**src/rtl/prog_loader.sv**
```systemverilog
// Program loader: accepts a length-prefixed, checksummed word stream,
// writes the payload words into data memory starting at address 0, and
// releases the downstream core once the checksum has been verified.
module prog_loader #(
    parameter int WIDTH = 8
) (
    input  logic             clk,
    input  logic             rst,
    input  logic             start,
    input  logic             in_valid,
    input  logic [WIDTH-1:0] in_data,
    output logic             in_ready,
    output logic             mem_we,
    output logic [WIDTH-1:0] mem_addr,
    output logic [WIDTH-1:0] mem_wdata,
    output logic             cpu_run,
    output logic             busy,
    output logic             done,
    output logic             error
);

    typedef enum logic [2:0] {
        S_IDLE,
        S_LEN,
        S_DATA,
        S_CSUM,
        S_DONE,
        S_ERR
    } state_t;

    state_t           state_reg, state_next;
    logic [WIDTH-1:0] len_reg, len_next;
    logic [WIDTH-1:0] count_reg, count_next;
    logic [WIDTH-1:0] sum_reg, sum_next;
    logic             mem_we_reg, mem_we_next;
    logic [WIDTH-1:0] mem_addr_reg, mem_addr_next;
    logic [WIDTH-1:0] mem_wdata_reg, mem_wdata_next;
    logic             in_ready_reg;
    logic             busy_reg;
    logic             done_reg;
    logic             error_reg;
    logic             cpu_run_reg;

    logic             xfer;
    logic [WIDTH-1:0] csum_total;
    logic [WIDTH-1:0] count_inc;

    // in_ready_reg mirrors "state is LEN/DATA/CSUM", so this is the handshake.
    assign xfer       = in_valid & in_ready_reg;
    // Modulo-2^WIDTH arithmetic: carries out of the top bit are dropped.
    assign csum_total = sum_reg + in_data;
    assign count_inc  = count_reg + 1'b1;

    // Next-state, counter, checksum and write-port decode.
    always_comb begin
        state_next     = state_reg;
        len_next       = len_reg;
        count_next     = count_reg;
        sum_next       = sum_reg;
        mem_we_next    = 1'b0;
        mem_addr_next  = mem_addr_reg;
        mem_wdata_next = mem_wdata_reg;
        case (state_reg)
            S_IDLE, S_DONE, S_ERR: begin
                if (start) begin
                    state_next = S_LEN;
                    count_next = '0;
                    sum_next   = '0;
                end
            end
            S_LEN: begin
                if (xfer) begin
                    len_next   = in_data;
                    state_next = (in_data == '0) ? S_CSUM : S_DATA;
                end
            end
            S_DATA: begin
                if (xfer) begin
                    mem_we_next    = 1'b1;
                    mem_addr_next  = count_reg;
                    mem_wdata_next = in_data;
                    count_next     = count_inc;
                    sum_next       = csum_total;
                    // count never exceeds len-1 here, so count_inc cannot wrap.
                    if (count_inc == len_reg) begin
                        state_next = S_CSUM;
                    end
                end
            end
            S_CSUM: begin
                if (xfer) begin
                    state_next = (csum_total == '0) ? S_DONE : S_ERR;
                end
            end
            default: state_next = S_IDLE;
        endcase
    end

    // State and registered outputs; status flags decode the state being entered.
    always_ff @(posedge clk) begin
        if (rst) begin
            state_reg     <= S_IDLE;
            len_reg       <= '0;
            count_reg     <= '0;
            sum_reg       <= '0;
            mem_we_reg    <= 1'b0;
            mem_addr_reg  <= '0;
            mem_wdata_reg <= '0;
            in_ready_reg  <= 1'b0;
            busy_reg      <= 1'b0;
            done_reg      <= 1'b0;
            error_reg     <= 1'b0;
            cpu_run_reg   <= 1'b0;
        end else begin
            state_reg     <= state_next;
            len_reg       <= len_next;
            count_reg     <= count_next;
            sum_reg       <= sum_next;
            mem_we_reg    <= mem_we_next;
            mem_addr_reg  <= mem_addr_next;
            mem_wdata_reg <= mem_wdata_next;
            in_ready_reg  <= (state_next == S_LEN) || (state_next == S_DATA) ||
                             (state_next == S_CSUM);
            busy_reg      <= (state_next == S_LEN) || (state_next == S_DATA) ||
                             (state_next == S_CSUM);
            done_reg      <= (state_next == S_DONE);
            error_reg     <= (state_next == S_ERR);
            cpu_run_reg   <= (state_next == S_DONE);
        end
    end

    assign in_ready  = in_ready_reg;
    assign mem_we    = mem_we_reg;
    assign mem_addr  = mem_addr_reg;
    assign mem_wdata = mem_wdata_reg;
    assign busy      = busy_reg;
    assign done      = done_reg;
    assign error     = error_reg;
    assign cpu_run   = cpu_run_reg;

endmodule

```
**config.mk**
```make
export PLATFORM = sky130hd
export DESIGN_NAME = prog_loader
export DESIGN_NICKNAME = d
export VERILOG_FILES = /design/src/rtl/prog_loader.sv
export SDC_FILE = /design/constraint.sdc
export NUM_CORES = 1
export LEC_CHECK = 0
export BUFFER_PORTS_ARGS = -buffer_cell sky130_fd_sc_hd__buf_2
export CORE_ASPECT_RATIO = 0.75
export CORE_UTILIZATION = 51
export DETAILED_ROUTE_END_ITERATION = 6
export PLACE_DENSITY = 0.8
export SYNTH_ARGS = -nofsm -noshare
export SYNTH_HDL_FRONTEND = slang
export SYNTH_SLANG_ARGS = --single-unit
```
**constraint.sdc**
```tcl
create_clock -name clk -period 2.3 [get_ports clk]
set_input_delay 0.46 -clock clk [delete_from_list [all_inputs] [get_ports clk]]
set_output_delay 0.46 -clock clk [all_outputs]
set_load 0.01 [all_outputs]
```
==> summary.md <==
| Metric | Value |
|---|---|
| Die Footprint | 0.00499 mm² |
| Area share of xor/xnor cells in the synthesized design | 0.0401 |
| Max-slew violation count | 0 |
| Clk slew on worst S/H paths | 0.09 ns |
| Layout area overhead | 17.1% |
| Die Ht | just over 60 µm |
| Tot GR Track Use | 0.253 |
| Post-synthesis simple-gate area fraction | 0.252 |
| ANT nets after route | 0 |
| Final Cell Area | 0.00282 mm² |
| Dpl cell area | 0.00271 mm² |
| Worst setup EP type | flop |
| Synth top area share | 0.391 |
| Vias | between 2000 and 2500 |
| Share of layout cells above drive strength 1 | 0.219 |
| Starting density of the core | 0.535 |
| P_leak | 1.13 nW |
| Initial antenna violation count | 0 |
| Ys async rst share | 0 |
| Syn Std Cell Area | 0.00240 mm² |
| Seq/Total Area, Yosys | 0.391 |
| DR iter-0 viols | 133 |
| R2R setup slack | -0.0004 ns |
| Post-synth EDFFs | 0 |
| CTS Hold Bufs | 0 |
| Crit share post-route | 1.00 |
| Max-cap viol count | 0 |
| Avg WL per Cell | 14.8 µm |
| Critical R2R Launch | sum_reg[0]$_SDFFE_PP0P_ |
| R2R depth | 8 |
| Crit path kind | reg2reg |
| Fin Hold WS | between 0.4 and 0.5 ns |
| Run status | finished, violations left |
| Hpwl dp | between 4000 and 5000 µm |
| Core Box Area | 0.00449 mm² |
| Setup TNS | -0.000360 ns |
| Final setup margin | -0.000360 ns |
| Clock Sink Count | 47 |
| Worst-path fanout max | 4 |
| Post-synthesis mux area share | 0 |
| Critical Path Start Type | flop |
| Drt pass-1 iters | 4 |
| Top-Level Pins | 34 |
| PD cells | ~540 mW/mm² |
| Synth Area in Compound Gates | 0.224 |
| Failing checks | setup timing |
| Worst-skew pair later-pin latency | 0.32 ns |
| Worst Clk Skew | 0.0102 ns |
| Mapped Cells | between 200 and 300 |
| Postcts setup bufs | 0 |
| Fin. Hold Viols | 0 |
| Vias per cell | a little under 6 |
| Largest family of logic cells by synthesized area | simple AND/OR/NAND/NOR gates |
| Area leader, netlist | dfxtp_1 |
| Clock Path Buffers | 2 |
| Die X-Extent | 81.3 µm |
| Placed cell count | 387 |
| Commonest cells post-synth | 47 x dfxtp_1, 44 x nand2_1, 35 x a21oi_1 |
| Finished Layout Cells | 395 |
| Yosys reg bits | 47 |
| Syn_nets | 317 |
| Avg Cell Area, Syn | 8.12 µm² |
| Worst EP required | between 2 and 3 ns |
| Fmax | ~430 MHz |
| DRC viols | 0 |
| Largest net degree at the start of global routing | 28 |
| Synth top area cells | dfxtp_1 39%, a21oi_1 7.3%, nand2_1 6.9%, nor2_1 4.7%, ha_1 4.2% |
| First-pass GRT wire length | 9370 µm |
| Total CTS buffers | 5 |
| Crit path launch | sum_reg[0]$_SDFFE_PP0P_ |
| Pwr Total | 1.52 mW |
| Vias in the first global route | around 2000 |
| PortBufs | 33 |
| Yosys cell types | 53 |
| Relative slew slack | 0.521 |
| CP arrival | between 2 and 3 ns |
| Ant diodes | 0 |
| Nets | around 360 |
| CTS tree | done |
| Htree depth | 2 |
| Worst hold path type | in2reg |
| Total routed wirelength | 5850 µm |
| Setup crit end | busy$_SDFF_PP0_ |
| Worst slew pin tran | slightly above 0.7 ns |
| Synth Area in Adders | 0.0500 |
| Fin crit period | 2.30 ns |
| VDD IR max | ~0.35 mV |
| Final setup vio count | 1 |
| Most common cell in the netlist | dfxtp_1 |
| RSZ-0062 raised after global routing | yes |
| Synth warn | 0 |
| Main synth FF type | dfxtp_1 |
| # rows | 21 |
| CTS Root Cell | clkbuf_8 |
| GR Overflow Total | 0 |
| Worst flop-to-flop path endpoint | busy$_SDFF_PP0_ |
| Placer Congestion | between 0.8 and 0.9 |
==> power by group <==
part	internal, mW	total [mW]	switching, mW
Sequential	0.824	0.836	0.0123
Clock	0.218	0.525	0.307
Combinational	0.0645	0.160	0.0950
==> critical path, stage by stage, from the launching register on <==
cell      delay [ns]
dfxtp_1         0.33
ha_1            0.22
fa_2            0.38
xor2_1          0.20
nor4_2          0.25
o21ai_1         0.13
nor4_2          0.31
o211ai_2        0.14
a31o_1          0.23
==> worst min path at each step <==
stage                              start                        end  cells past startpoint
3_3_place_gp   mem_wdata[1]$_SDFFE_PP0P_  mem_wdata[1]$_SDFFE_PP0P_                      2
4_1_cts                       in_data[7]  mem_wdata[7]$_SDFFE_PP0P_                      3
2_1_floorplan    sum_reg[6]$_SDFFE_PP0P_    sum_reg[6]$_SDFFE_PP0P_                      2
5_1_grt                       in_data[7]  mem_wdata[7]$_SDFFE_PP0P_                      3
3_5_place_dp    mem_addr[6]$_SDFFE_PP0P_   mem_addr[6]$_SDFFE_PP0P_                      2
6_report                      in_data[7]  mem_wdata[7]$_SDFFE_PP0P_                      3
==> through the flow <==
stage | worst slack (ns) | utilization
final | -0.000360 | 0.627
after global routing | -0.132 | 0.627
after CTS | 0.0482 | 0.624
after detailed placement | -0.317 | 0.602
after global placement | -0.276 | 0.602
after floorplan | 0.00246 | -
==> area by class of cell <==
| class | count | area (µm²) |
|---|---|---|
| inverter | 3 | 11.3 |
| timing repair buffer | 53 | 315 |
| clock buffer | 5 | 68.8 |
| multi-input combinational | 227 | 1380 |
| sequential | 47 | 941 |
| clock inverter | 3 | 23.8 |
| fill | 397 | 1680 |
| tap | 57 | 71.3 |
==> layout by cell type (no fill, tap or decap), types with 3 or more instances in the layout <==
cell      instances
a21oi_1          35
a22oi_1           7
a31oi_1           3
and3_1            3
buf_2            33
buf_4            20
clkbuf_8          5
dfxtp_1          47
ha_1              8
inv_1             3
nand2_1          44
nand2b_1          3
nand3_1           6
nand3b_1          4
nand4_1           3
nor2_1           29
nor2b_1           4
nor3_1            7
nor3b_1           5
o21ai_0          17
o21ai_1           3
xnor2_1           3
xor2_1            8
==> what timing repair did <==
action / CTS / global route
pin swaps: 1 / 1
resized for setup: 2 / 3
setup endpoints to repair: 3 / 9
==> cells by family (layout without fill, tap and decap cells) <==
logic type	count (synthesis)	in the layout
adder cells (fa/ha/maj)	9	9
flip-flops	47	47
AND/OR/NAND/NOR	124	124
XOR/XNOR	11	11
buffers and inverters	22	64
AO/OA/AOI/OAI	83	83
==> metal layers <==
layer,up-vias,GRT usage,share of wire
li1,1132,-,-
met1,1069,0.352,0.48
met2,73,0.381,0.45
met3,7,0.0533,0.058
met4,0,0.105,0.015
met5,-,0,0
No activity file was read; power rests on OpenSTA's default activity.
